<file path="src/rtl/sync_down_counter_pkg.sv">
// Shared definitions for sync_down_counter: the FSM state encoding and the default counter width.
package sync_down_counter_pkg;

  localparam int DEFAULT_WIDTH = 3;

  typedef enum logic [1:0] {
    IDLE = 2'd0,
    RUN  = 2'd1,
    DONE = 2'd2
  } state_t;

endpackage

</file>
<file path="src/rtl/sync_down_counter.sv">
// Synchronous down counter with parallel load, a registered terminal-count pulse, and auto-reload or one-shot wrap.
// Optional sticky underflow flag enabled by defining SYNC_DOWN_COUNTER_UFLOW_EN.
module sync_down_counter
  import sync_down_counter_pkg::*;
#(
  parameter int WIDTH       = DEFAULT_WIDTH,
  parameter int AUTO_RELOAD = 1
) (
  input  logic             clk,
  input  logic             rst,
  input  logic             T,
  input  logic             load,
  input  logic [WIDTH-1:0] load_val,
  output logic [WIDTH-1:0] out,
  output logic             tc,
  output logic             busy,
  output logic             uflow
);

  localparam logic [WIDTH-1:0] ONE = {{(WIDTH-1){1'b0}}, 1'b1};

  state_t           state_reg,  state_next;
  logic [WIDTH-1:0] count_reg,  count_next;
  logic [WIDTH-1:0] reload_reg, reload_next;
  logic             tc_reg,     tc_next;
  logic             busy_reg;

  // Load outranks counting; the wrap is decided by out==0, never by modulo underflow.
  always_comb begin
    state_next  = state_reg;
    count_next  = count_reg;
    reload_next = reload_reg;
    tc_next     = 1'b0;
    if (load) begin
      count_next  = load_val;
      reload_next = load_val;
      state_next  = RUN;
    end else if (state_reg == RUN && T) begin
      if (count_reg != '0) begin
        count_next = count_reg - ONE;
      end else begin
        tc_next = 1'b1;
        if (AUTO_RELOAD != 0) begin
          count_next = reload_reg;
        end else begin
          count_next = '0;
          state_next = DONE;
        end
      end
    end
  end

  always_ff @(posedge clk) begin
    if (!rst) begin
      state_reg  <= IDLE;
      count_reg  <= '0;
      reload_reg <= '0;
      tc_reg     <= 1'b0;
      busy_reg   <= 1'b0;
    end else begin
      state_reg  <= state_next;
      count_reg  <= count_next;
      reload_reg <= reload_next;
      tc_reg     <= tc_next;
      busy_reg   <= (state_next == RUN);
    end
  end

  assign out  = count_reg;
  assign tc   = tc_reg;
  assign busy = busy_reg;

`ifdef SYNC_DOWN_COUNTER_UFLOW_EN
  logic uflow_reg;

  // A load on the same edge as a set condition wins and clears the flag.
  always_ff @(posedge clk) begin
    if (!rst) begin
      uflow_reg <= 1'b0;
    end else if (load) begin
      uflow_reg <= 1'b0;
    end else if (tc_next) begin
      uflow_reg <= 1'b1;
    end
  end

  assign uflow = uflow_reg;
`else
  assign uflow = 1'b0;
`endif

endmodule

</file>
<file path="config.mk">
export PLATFORM = sky130hd
export DESIGN_NAME = sync_down_counter
export DESIGN_NICKNAME = d
export VERILOG_FILES = /design/src/rtl/sync_down_counter_pkg.sv /design/src/rtl/sync_down_counter.sv
export SDC_FILE = /design/constraint.sdc
export NUM_CORES = 1
export LEC_CHECK = 0
export CAP_MARGIN = 40
export CORE_AREA = 2 2 39 41
export CTS_CLUSTER_DIAMETER = 150
export DETAILED_ROUTE_END_ITERATION = 8
export DIE_AREA = 0 0 41 43
export HOLD_SLACK_MARGIN = 0.03
export PLACE_DENSITY = 0.68
export SYNTH_ARGS = -nofsm -noshare
export SYNTH_HDL_FRONTEND = slang
export SYNTH_SLANG_ARGS = --single-unit
</file>
<file path="constraint.sdc">
create_clock -name clk -period 1.25 [get_ports clk]
set_input_delay 0.375 -clock clk [delete_from_list [all_inputs] [get_ports clk]]
set_output_delay 0.375 -clock clk [all_outputs]
set_load 0.03 [all_outputs]
</file>
After elaboration in Yosys (flattened, before gate mapping) --
Cells that the tools add are included.
Word-level totals: RAM bits 0, memories kept 0, bits in latches 0, logic and storage cells 19, flip-flop bits (word level) 10, input bits 7, bits in read-only memories 0
Cells by class: add/sub/neg operators 1, bitwise gates (word level) 2, shift-type cells 0, reduce and logical (&&, ||, !) cells 4, multipliers 0, equal/unequal tests 2, muxes and demuxes 5, div/mod/pow operators 0, order comparisons 0
Operator list (count):
- 3-bit 2-to-1 mux | 3
- 2-bit by 1-bit equality test with 1-bit output, second input constant | 2
- 3-bit nonzero test | 1
- 3-bit OR reduction | 1
- 3-bit by 1-bit subtractor with 3-bit output, second input constant | 1
- 2-bit 2-to-1 mux | 1
- 1-bit NOT | 2
- 2-bit nonzero test | 1
- 1-bit logical AND | 1
- 1-bit 2-to-1 mux | 1

Logic depth before layout (Yosys ltp) --
depth after elaboration 4, mapped depth 6

Worst setup path after synthesis --
OpenSTA, ideal clock, no wires.
path kind register to register, start reg count_reg[0] (netlist: out[0]), end reg count_reg[2] (netlist: out[2]), data arrival time 1401 ps, clock period less this slack 1475 ps, stages on the path, launching flop included 7, path buffers 0, library setup time 74 ps, setup slack -225 ps, cells stage by stage dfxtp_1 -> inv_1 -> ha_1 -> ha_1 -> or2b_1 -> nand3_1 -> a31oi_1
Between the ends: word-level cells in the longest chain between the ends 4
Ends and longest elaborated chain:
- start: declaration | line sync_down_counter.sv:23 | logic [WIDTH-1:0] count_reg, count_next;
- start signal: assignment | line sync_down_counter.sv:62 | count_reg <= count_next;
- 3-bit by 1-bit subtractor with 3-bit output / 3-bit nonzero test (equally long branches) | line sync_down_counter.sv:40, sync_down_counter.sv:39
- 3-bit 2-to-1 mux (*) | line sync_down_counter.sv:39 | if (count_reg != '0) begin
- 3-bit 2-to-1 mux (*) | line sync_down_counter.sv:38 | end else if (state_reg == RUN && T) begin
- 3-bit 2-to-1 mux (*) | line sync_down_counter.sv:34 | if (load) begin
Every way passes the cells marked *; elsewhere a longest branch is shown, timed or not. The select of a mux whose other input is x is not followed. A chain may end at the register's enable or synchronous reset.

Final worst setup path --
start reg count_reg[1] (netlist: out[1]), end reg count_reg[0] (netlist: out[0])
Between the ends: word-level cells in the longest chain between the ends 4
Ends and longest elaborated chain (line):
- 3-bit nonzero test | sync_down_counter.sv:39
- 3-bit 2-to-1 mux | sync_down_counter.sv:39
- 3-bit 2-to-1 mux | sync_down_counter.sv:38
- 3-bit 2-to-1 mux | sync_down_counter.sv:34
No other way between the ends. The select of a mux whose other input is x is not followed.

==> impl_metrics.toml <==
[finish]
antenna_cells = 0
area_growth_pct = 49.1
instances_no_fill = 84
finish.instance_area_um2 = 692
drive_gt1_frac = 0.412
regArea_um2 = 205
fillers = 123
multiInputGateArea_um2 = 259
nets = 78

[detailed_routing]
wl_um = 905
ant_nets = 0
firstDrtPassIters = 1
post_drt_via_cell_ratio = 4.68
num_vias = 393
wl_per_cell_um = 10.8
drc = 0
drt_iter0_markers = 0

[place]
place_inst = 77
dpl-instance-area_um2 = 617
hpwl_um = 691
place.port_buffers = 11
gp_congestion = 0.668

[timing]
slew_violations = 0
max_freq_mhz = 825
rsz0062_at_grt = "yes"
fin_setup_tns_ns = 0
period_needed_ns = 1.21
finalClockSkew_ns = 0.00260
whs_ns = 0.495
hold_viol_final = 0
min_period_over_period = 0.970
setup_viol = 0

[synthesis]
synth_xor_area_frac = 0
synthDistinctLibCells = 22
synth_warnings = 0
synth-seq-area-share = 0.431
synth_nets = 57
synth_compound_area_frac = 0.146
synth_edf_count = 0
synth_top_area_share = 0.431
yosys.area_share.simple = 0.232
async_reset_ff_frac = 0
yosys.area_share.adder = 0.0539
synth_area_um2 = 464
synthesis.instances = 48
ys_top_cells_by_area = "dfxtp_1 43%, mux2i_1 6.5%, ha_1 5.4%"
synth_top_family_by_area = "simple AND/OR/NAND/NOR gates"
synth_commonest_cells = "10 x dfxtp_1, 4 x nand2b_1"
synthesis.area_per_instance_um2 = 9.67
muxShareOfSynthArea = 0.0647
yosysTopAreaCell = "dfxtp_1"
yosysMostFrequentCell = "dfxtp_1"
synth_ff_type = "dfxtp_1"
synth_seq_cells = 10

[cts]
clkLatencyLatePin_ns = 0.26
cts_tree = "yes"
cts.clk_slew.worst_paths_ns = 0.07
htree_num_levels = 1
cts-buffers-inserted = 3
hold_buffers = 0
clk_path_buf_depth = 2
cts_root_buffer = "clkbuf_4"
cts.sinks = 10

[setup_path]
max_stage_delay_ns = 0.35
cp_slowest_cell = "dfxtp_2"
critPathLaunchType = "register"
crit_buf_inv = 2
worstPathRequired_ns = 1.40
path_cells = "inv_2, ha_4, ha_4, buf_6, o211ai_2, a31oi_2"
path_delay_family = "flip-flops"
critPathKind = "register to register"
arrival_ns = 1.36
end_kind = "register"
cp_max_fo = 6
r2r_setup_slack_ns = 0.04
path_common_cell = "ha_4"

[floorplanning]
die_area_mm2 = 0.00176
io_pins = 13
rows = 14
core_mm2 = 0.00138
start_util = 0.335
die_x_um = 41
die_h_um = 43

[pwr]
vdd_ir_drop_max_mv = 0.642
p_leak_nw = 0.295
power.density_mw_per_mm2 = 1200

[grt]
antenna_found_initial = 0
grt_max_degree = 9
grt-ovfl-total = 0
track_usage = 0.123
grt_pass1_wl_um = 1390
grt_pass1_vias = 364

[min_path]
hp-class = "register to register"

[run]
drv_cap = 0

[run_status]
status = "complete, no violations"
-- routing by layer --
layer / vias up / part of all wire / global-route usage / wire (um)
met5: - / 0 / 0 / 0
met4: 0 / 0.042 / 0.120 / 38
met3: 4 / 0.036 / 0.0314 / 33
met2: 11 / 0.49 / 0.181 / 440
met1: 176 / 0.43 / 0.129 / 393
li1: 202 / - / - / -
-- what timing repair did --
action                                  4_1_cts  5_1_grt
endpoints found under the setup margin        1        2
pin swaps                                     1        4
setup buffers                                 1        2
gates cloned                                  0        0
resized for setup                             1        3
-- placed cells by master (no fill, tap or decap) --
cell type,count
o211ai_2,1
dfxtp_2,1
inv_1,1
a21boi_0,1
and4_2,1
a31oi_2,1
conb_1,1
dfxtp_4,1
clkdlybuf4s50_1,6
nand2b_1,4
buf_4,11
nor2b_1,3
inv_4,1
buf_6,1
and3_2,1
ha_4,2
nand3_1,2
dfxtp_1,8
o21a_1,1
nand2_1,3
and3b_2,1
nand3b_1,1
inv_2,2
or2b_1,1
mux2i_1,3
clkbuf_4,3
o21ai_0,3
clkbuf_8,1
a31oi_1,2
-- per-stage QoR --
step / total power [mW] / util / setup WS [ns]
5_1_grt: 0.874 / 0.500 / -0.0192
6_report: 0.829 / 0.500 / 0.0375
3_5_place_dp: 0.523 / 0.446 / -0.178
4_1_cts: 0.826 / 0.485 / 0.00329
3_3_place_gp: 0.520 / 0.446 / -0.149
2_1_floorplan: 0.463 / - / 0.0149
-- worst paths after layout --
check,cells after the start,end,start
setup / recovery,6,out[0],out[1]
hold / removal,1,busy,state_reg[1]
setup reg to reg,6,out[0],out[1]
hold reg to reg,1,busy,state_reg[1]
-- cells by family after synthesis --
| group | Yosys count |
|---|---|
| other | 1 |
| flip-flops | 10 |
| buffers and inverters | 6 |
| multiplexers | 3 |
| adder cells (fa/ha/maj) | 2 |
| AO/OA/AOI/OAI | 9 |
| AND/OR/NAND/NOR | 17 |
-- where the power goes --
group          switching, mW  internal [mW]  leakage (nW)
clock                  0.113          0.177        0.0210
combinational         0.0884          0.101         0.190
sequential            0.0123          0.337        0.0835
-- area by class of cell --
cell class	instances	share of cell area
multi-input combinational	32	0.374
sequential	10	0.297
timing repair buffer	18	0.222
clock buffer	4	0.0524
tap	16	0.0289
inverter	4	0.0253
(Power assumes the default switching activity.)
